## config.mk

```make
export PLATFORM = sky130hd
export DESIGN_NAME = axi4_rd_arbiter
export DESIGN_NICKNAME = d
export VERILOG_FILES = /design/src/rtl/axi4_rd_arbiter.sv
export SDC_FILE = /design/constraint.sdc
export NUM_CORES = 1
export LEC_CHECK = 0
export CAP_MARGIN = 0
export CORE_AREA = 2 2 139 141
export CTS_CLUSTER_SIZE = 8
export DETAILED_ROUTE_END_ITERATION = 8
export DIE_AREA = 0 0 141 143
export PLACE_DENSITY_LB_ADDON = 0.3
export SYNTH_ARGS = -nofsm -noshare
export SYNTH_HDL_FRONTEND = slang
export SYNTH_SLANG_ARGS = --single-unit
```

## constraint.sdc

```tcl
create_clock -name clock -period 1.7 [get_ports clock]
set_input_delay 0.34 -clock clock [delete_from_list [all_inputs] [get_ports clock]]
set_output_delay 0.34 -clock clock [all_outputs]
set_load 0.05 [all_outputs]
```

## src/rtl/axi4_rd_arbiter.sv

```systemverilog
// rtl/axi4_rd_arbiter.sv - two-master AXI4 read-channel arbiter, one transaction outstanding
//
// Shares one AXI4 read port (AR/R) between m0 (instruction refill) and m1
// (data cache / MMIO). One master is granted, its AR is forwarded, and R beats
// are steered back to it until the rlast handshake. Burst length and ID are checked.
//
// Ports:
//   clock, reset                  clock and asynchronous active-high reset
//   m0_* / m1_*                   master AR (arvalid/arready/araddr/arlen/arsize)
//                                 and R (rvalid/rready/rdata/rresp/rlast)
//   s_ar*                         slave AR channel (arvalid/arready/araddr/arid/arlen/arsize/arburst)
//   s_r*                          slave R channel (rvalid/rready/rdata/rresp/rlast/rid)
//   proto_err                     sticky protocol-error flag
//
// Build option: AXI_RD_ARB_RR_EN selects round-robin arbitration.
// Without it, fixed priority applies and m1 wins.

module axi4_rd_arbiter #(
    parameter int ADDR_W = 32,
    parameter int DATA_W = 64
) (
    input  logic              clock,
    input  logic              reset,
    input  logic              m0_arvalid,
    output logic              m0_arready,
    input  logic [ADDR_W-1:0] m0_araddr,
    input  logic [7:0]        m0_arlen,
    input  logic [2:0]        m0_arsize,
    output logic              m0_rvalid,
    input  logic              m0_rready,
    output logic [DATA_W-1:0] m0_rdata,
    output logic [1:0]        m0_rresp,
    output logic              m0_rlast,
    input  logic              m1_arvalid,
    output logic              m1_arready,
    input  logic [ADDR_W-1:0] m1_araddr,
    input  logic [7:0]        m1_arlen,
    input  logic [2:0]        m1_arsize,
    output logic              m1_rvalid,
    input  logic              m1_rready,
    output logic [DATA_W-1:0] m1_rdata,
    output logic [1:0]        m1_rresp,
    output logic              m1_rlast,
    output logic              s_arvalid,
    input  logic              s_arready,
    output logic [ADDR_W-1:0] s_araddr,
    output logic [3:0]        s_arid,
    output logic [7:0]        s_arlen,
    output logic [2:0]        s_arsize,
    output logic [1:0]        s_arburst,
    input  logic              s_rvalid,
    output logic              s_rready,
    input  logic [DATA_W-1:0] s_rdata,
    input  logic [1:0]        s_rresp,
    input  logic              s_rlast,
    input  logic [3:0]        s_rid,
    output logic              proto_err
);

    typedef enum logic [1:0] {IDLE, ADDR, DATA} state_t;

    state_t     state, state_nxt;
    logic       grant, grant_nxt;
    logic       win;
    logic [7:0] exp_len;
    logic [7:0] beat_cnt;
    logic       err_q;
    logic       r_hs;
    logic       beat_err;

`ifdef AXI_RD_ARB_RR_EN
    logic last_grant;

    // Only a tie consults history; a lone requester always wins.
    assign win = (m0_arvalid & m1_arvalid) ? ~last_grant : m1_arvalid;
`else
    // Data side always beats instruction refill.
    assign win = m1_arvalid;
`endif

    // AR payload comes straight from the granted master, which holds it stable.
    assign s_araddr  = grant ? m1_araddr : m0_araddr;
    assign s_arlen   = grant ? m1_arlen  : m0_arlen;
    assign s_arsize  = grant ? m1_arsize : m0_arsize;
    assign s_arid    = {3'b000, grant};
    assign s_arburst = 2'b01;

    // R payload is broadcast. Only rvalid is steered.
    assign m0_rdata = s_rdata;
    assign m0_rresp = s_rresp;
    assign m0_rlast = s_rlast;
    assign m1_rdata = s_rdata;
    assign m1_rresp = s_rresp;
    assign m1_rlast = s_rlast;

    assign r_hs     = (state == DATA) & s_rvalid & s_rready;
    assign beat_err = (s_rid != s_arid) | (s_rlast != (beat_cnt == exp_len));

    // Current-beat error is OR'd in so the flag is visible on the offending beat itself.
    assign proto_err = err_q | (r_hs & beat_err);

    always_comb begin
        state_nxt  = state;
        grant_nxt  = grant;
        s_arvalid  = 1'b0;
        s_rready   = 1'b0;
        m0_arready = 1'b0;
        m1_arready = 1'b0;
        m0_rvalid  = 1'b0;
        m1_rvalid  = 1'b0;
        case (state)
            IDLE: begin
                if (m0_arvalid | m1_arvalid) begin
                    grant_nxt = win;
                    state_nxt = ADDR;
                end
            end
            ADDR: begin
                s_arvalid  = 1'b1;
                m0_arready = ~grant & s_arready;
                m1_arready = grant & s_arready;
                if (s_arready) begin
                    state_nxt = DATA;
                end
            end
            DATA: begin
                m0_rvalid = ~grant & s_rvalid;
                m1_rvalid = grant & s_rvalid;
                s_rready  = grant ? m1_rready : m0_rready;
                // An early rlast still ends the burst; a missing one keeps us here.
                if (s_rvalid & s_rready & s_rlast) begin
                    state_nxt = IDLE;
                end
            end
            default: state_nxt = IDLE;
        endcase
    end

    always_ff @(posedge clock or posedge reset) begin
        if (reset) begin
            state    <= IDLE;
            grant    <= 1'b0;
            exp_len  <= 8'd0;
            beat_cnt <= 8'd0;
            err_q    <= 1'b0;
        end else begin
            state <= state_nxt;
            grant <= grant_nxt;
            if ((state == ADDR) && s_arready) begin
                exp_len  <= s_arlen;
                beat_cnt <= 8'd0;
            end
            if (r_hs) begin
                beat_cnt <= beat_cnt + 8'd1;
                if (beat_err) begin
                    err_q <= 1'b1;
                end
            end
        end
    end

`ifdef AXI_RD_ARB_RR_EN
    always_ff @(posedge clock or posedge reset) begin
        if (reset) begin
            last_grant <= 1'b1;
        end else if ((state == IDLE) && (m0_arvalid | m1_arvalid)) begin
            last_grant <= win;
        end
    end
`endif

endmodule
```

==> impl_metrics.tcl <==
set metrics [dict create \
    routedWlPerCell_um 16.4 \
    fillers 1963 \
    power.density_nw_per_um2 1550 \
    run_status "complete, but fails checks" \
    arrival_ns 1.78 \
    min_period_ns 2.12 \
    synth_area_leaders "buf_4 (40%), dfrtp_1 (19%), mux2_2 (19%)" \
    slew_violations 0 \
    start_util 0.142 \
    crit_path_top_delay_cell "dfrtp_1" \
    overflow 0 \
    timing.rr.end "beat_cnt[7]$_DFFE_PP0P_" \
    num_vias 2185 \
    finalHoldViolations 0 \
    whs_ns 0.441 \
    clkTransAtPathRegs_ns 0.06 \
    antenna_left 0 \
    cts_root_buf "clkbuf_16" \
    die_x_um 141 \
    worstPathRequired_ns 1.36 \
    cts_buffers 3 \
    wirelength_mm 9.98 \
    final_common_cell "clkdlybuf4s50_1" \
    synth_top_area_share 0.397 \
    worst_setup_path_start_kind "register" \
    final_nets 543 \
    grt_first_pass_wirelength_mm 13.7 \
    worst_ir_drop_vdd_mv 0.527 \
    io_pins 355 \
    viasPerCell 3.58 \
    setup_ws_ns -0.425 \
    grt_util_all_layers 0.0919 \
    reg2reg_slack_ns -0.01 \
    tns_ns -9.70 \
    max_freq_mhz 471 \
    cts_max_path_buffers 2 \
    cpPeakStageDelay_ns 0.38 \
    layout_common_cells "clkdlybuf4s50_1 (96), buf_4 (38), buf_6 (37)" \
    fp-row-count 50 \
    syn2layout_area_growth_pct 70.8 \
    synth-seq-cells 20 \
    cp_cell_sequence "xor2_1 -> nor4_2 -> buf_4 -> nand2_4 -> a311oi_4 -> buf_6" \
    endpoint_kind "output pin" \
    max_cap_violations 0 \
    path_max_fanout 2 \
    core-area_um2 18600 \
    synth_cell_types 33 \
    drt_pass1_iterations 2 \
    setup_violations 49 \
    violations "negative setup slack" \
    yosysWarnings 0 \
    cts.sinks 20 \
    cts_tree "built" \
    die_h_um 143 \
    r2r_start "grant$_DFFE_PP0P_" \
    dr.first_iter.drc_count 20 \
    utilization 0.243 \
    avgSynthCellArea_um2 8.62 \
    port_buffers 151 \
    n_antenna_cell 0 \
    p_leak_nw 2.02 \
    yosys.area.top_type "buf_4" \
    fp.dieArea_um2 20200 \
    rsz0062_at_grt "yes" \
    fin_worst_skew_ns 0.00168 \
    grt_antenna_before_repair 0 \
    yosysSeqAreaShare 0.189 \
    grt_max_degree 21 \
    cp-startpoint "beat_cnt[7]$_DFFE_PP0P_" \
    gp_congestion 0.728 \
    drive_gt1_frac 0.479 \
    period_share 1.25 \
    hp-class "in2async" \
    crit_type "reg2out" \
    worstSkewPairLatency_ns 0.26 \
    cts-hold-fix-buffers 0 \
    rr_worst_depth 6 \
    syn_area_um2 2650 \
    postSynthCellCount 307 \
    dp_hpwl_mm 7.31 \
    htree_num_levels 1 \
    drc 0 \
    grt_pass1_vias 2367 \
]
[what timing repair did]
action | CTS | global route
setup endpoints to repair | 53 | 54
gates resized for setup | 99 | 50
buffers inserted | 16 | 14
cloned | 4 | 1
pin swaps | 8 | 6
[registers in the layout, indices dropped and copies added (netlist names)]
| signal | count |
|---|---|
| exp_len | 8 |
| grant | 1 |
| beat_cnt | 8 |
| err_q | 1 |
| state | 2 |
[kinds of logic (layout without fill, tap and decap cells)]
kind of cell	Yosys count	in the layout	share of synthesized area
AOI/OAI and AO/OA	9	9	0.0246
xor gates and xnor gates	9	9	0.0298
adders and majority gates	1	1	0.00473
buffers and inverters	150	216	0.414
DFF	20	20	0.189
muxes	52	52	0.220
other	2	5	0.00284
and+or+nand+nor	64	64	0.114
[synthesized netlist by cell type]
library cell / instances
and2_1: 1
dfrtp_1: 20
nor3_1: 1
nand3_1: 2
xor2_1: 9
or3_1: 1
nand2_1: 35
a22o_1: 1
buf_2: 6
a311oi_1: 2
mux2i_2: 1
nor4b_2: 1
mux2_1: 2
nor2b_1: 4
nor2_1: 10
nand3b_1: 2
inv_1: 2
o21ai_1: 1
a31o_1: 1
ha_1: 1
buf_4: 140
nor4_1: 4
and4_1: 1
o21ai_0: 1
a21o_1: 1
nand4_1: 1
a21oi_1: 1
a211oi_1: 1
conb_1: 2
nor2_4: 1
clkbuf_1: 2
mux2i_1: 5
mux2_2: 44
[report_power, final]
group	switching, W	internal, W	total, W
clock	0.000187	0.000359	0.000547
combinational	0.00288	0.00282	0.00571
sequential	0.000119	0.000632	0.000751
total	0.00319	0.00381	0.00700
[how the worst max path moves through the flow]
stage	endpoint	slack (ns)	cells past startpoint
finish	proto_err	-0.42	6
global route	proto_err	-0.52	6
global placement	proto_err	-0.65	6
detailed placement	proto_err	-0.72	6
CTS	proto_err	-0.49	6
floorplan	proto_err	-0.24	5
[final cells by class]
type / instances / area (um2) / area share
multi-input combinational: 140 / 1280 / 0.284
timing repair buffer: 210 / 2340 / 0.517
clock buffer: 4 / 88.8 / 0.0197
inverter: 2 / 12.5 / 0.00277
tap: 234 / 293 / 0.0648
sequential: 20 / 502 / 0.111
[worst max-delay path: cells and delay by family (launching register included)]
family | cells | cell delay, ns
flip-flops | 1 | 0.38
AO/OA/AOI/OAI | 1 | 0.25
AND/OR/NAND/NOR | 2 | 0.34
XOR/XNOR | 1 | 0.18
buffers and inverters | 2 | 0.37
[stage by stage]
step	total power [W]	setup slack, ns	cell area [um2]	std cells
finish	0.00700	-0.425	4520	610
global route	0.00735	-0.517	4520	610
CTS	0.00680	-0.494	4350	604
detailed placement	0.00495	-0.718	3660	580
global placement	0.00493	-0.655	3660	580
floorplan	0.00420	-0.237	2690	310
[metal layers]
metal	global-route usage	vias up	wire, um
met1	0.0778	996	3020
met4	0.0605	0	467
met5	0	-	0
met2	0.184	152	5570
met3	0.0275	38	921
li1	-	999	-
Power figures use the tool's default switching activity.
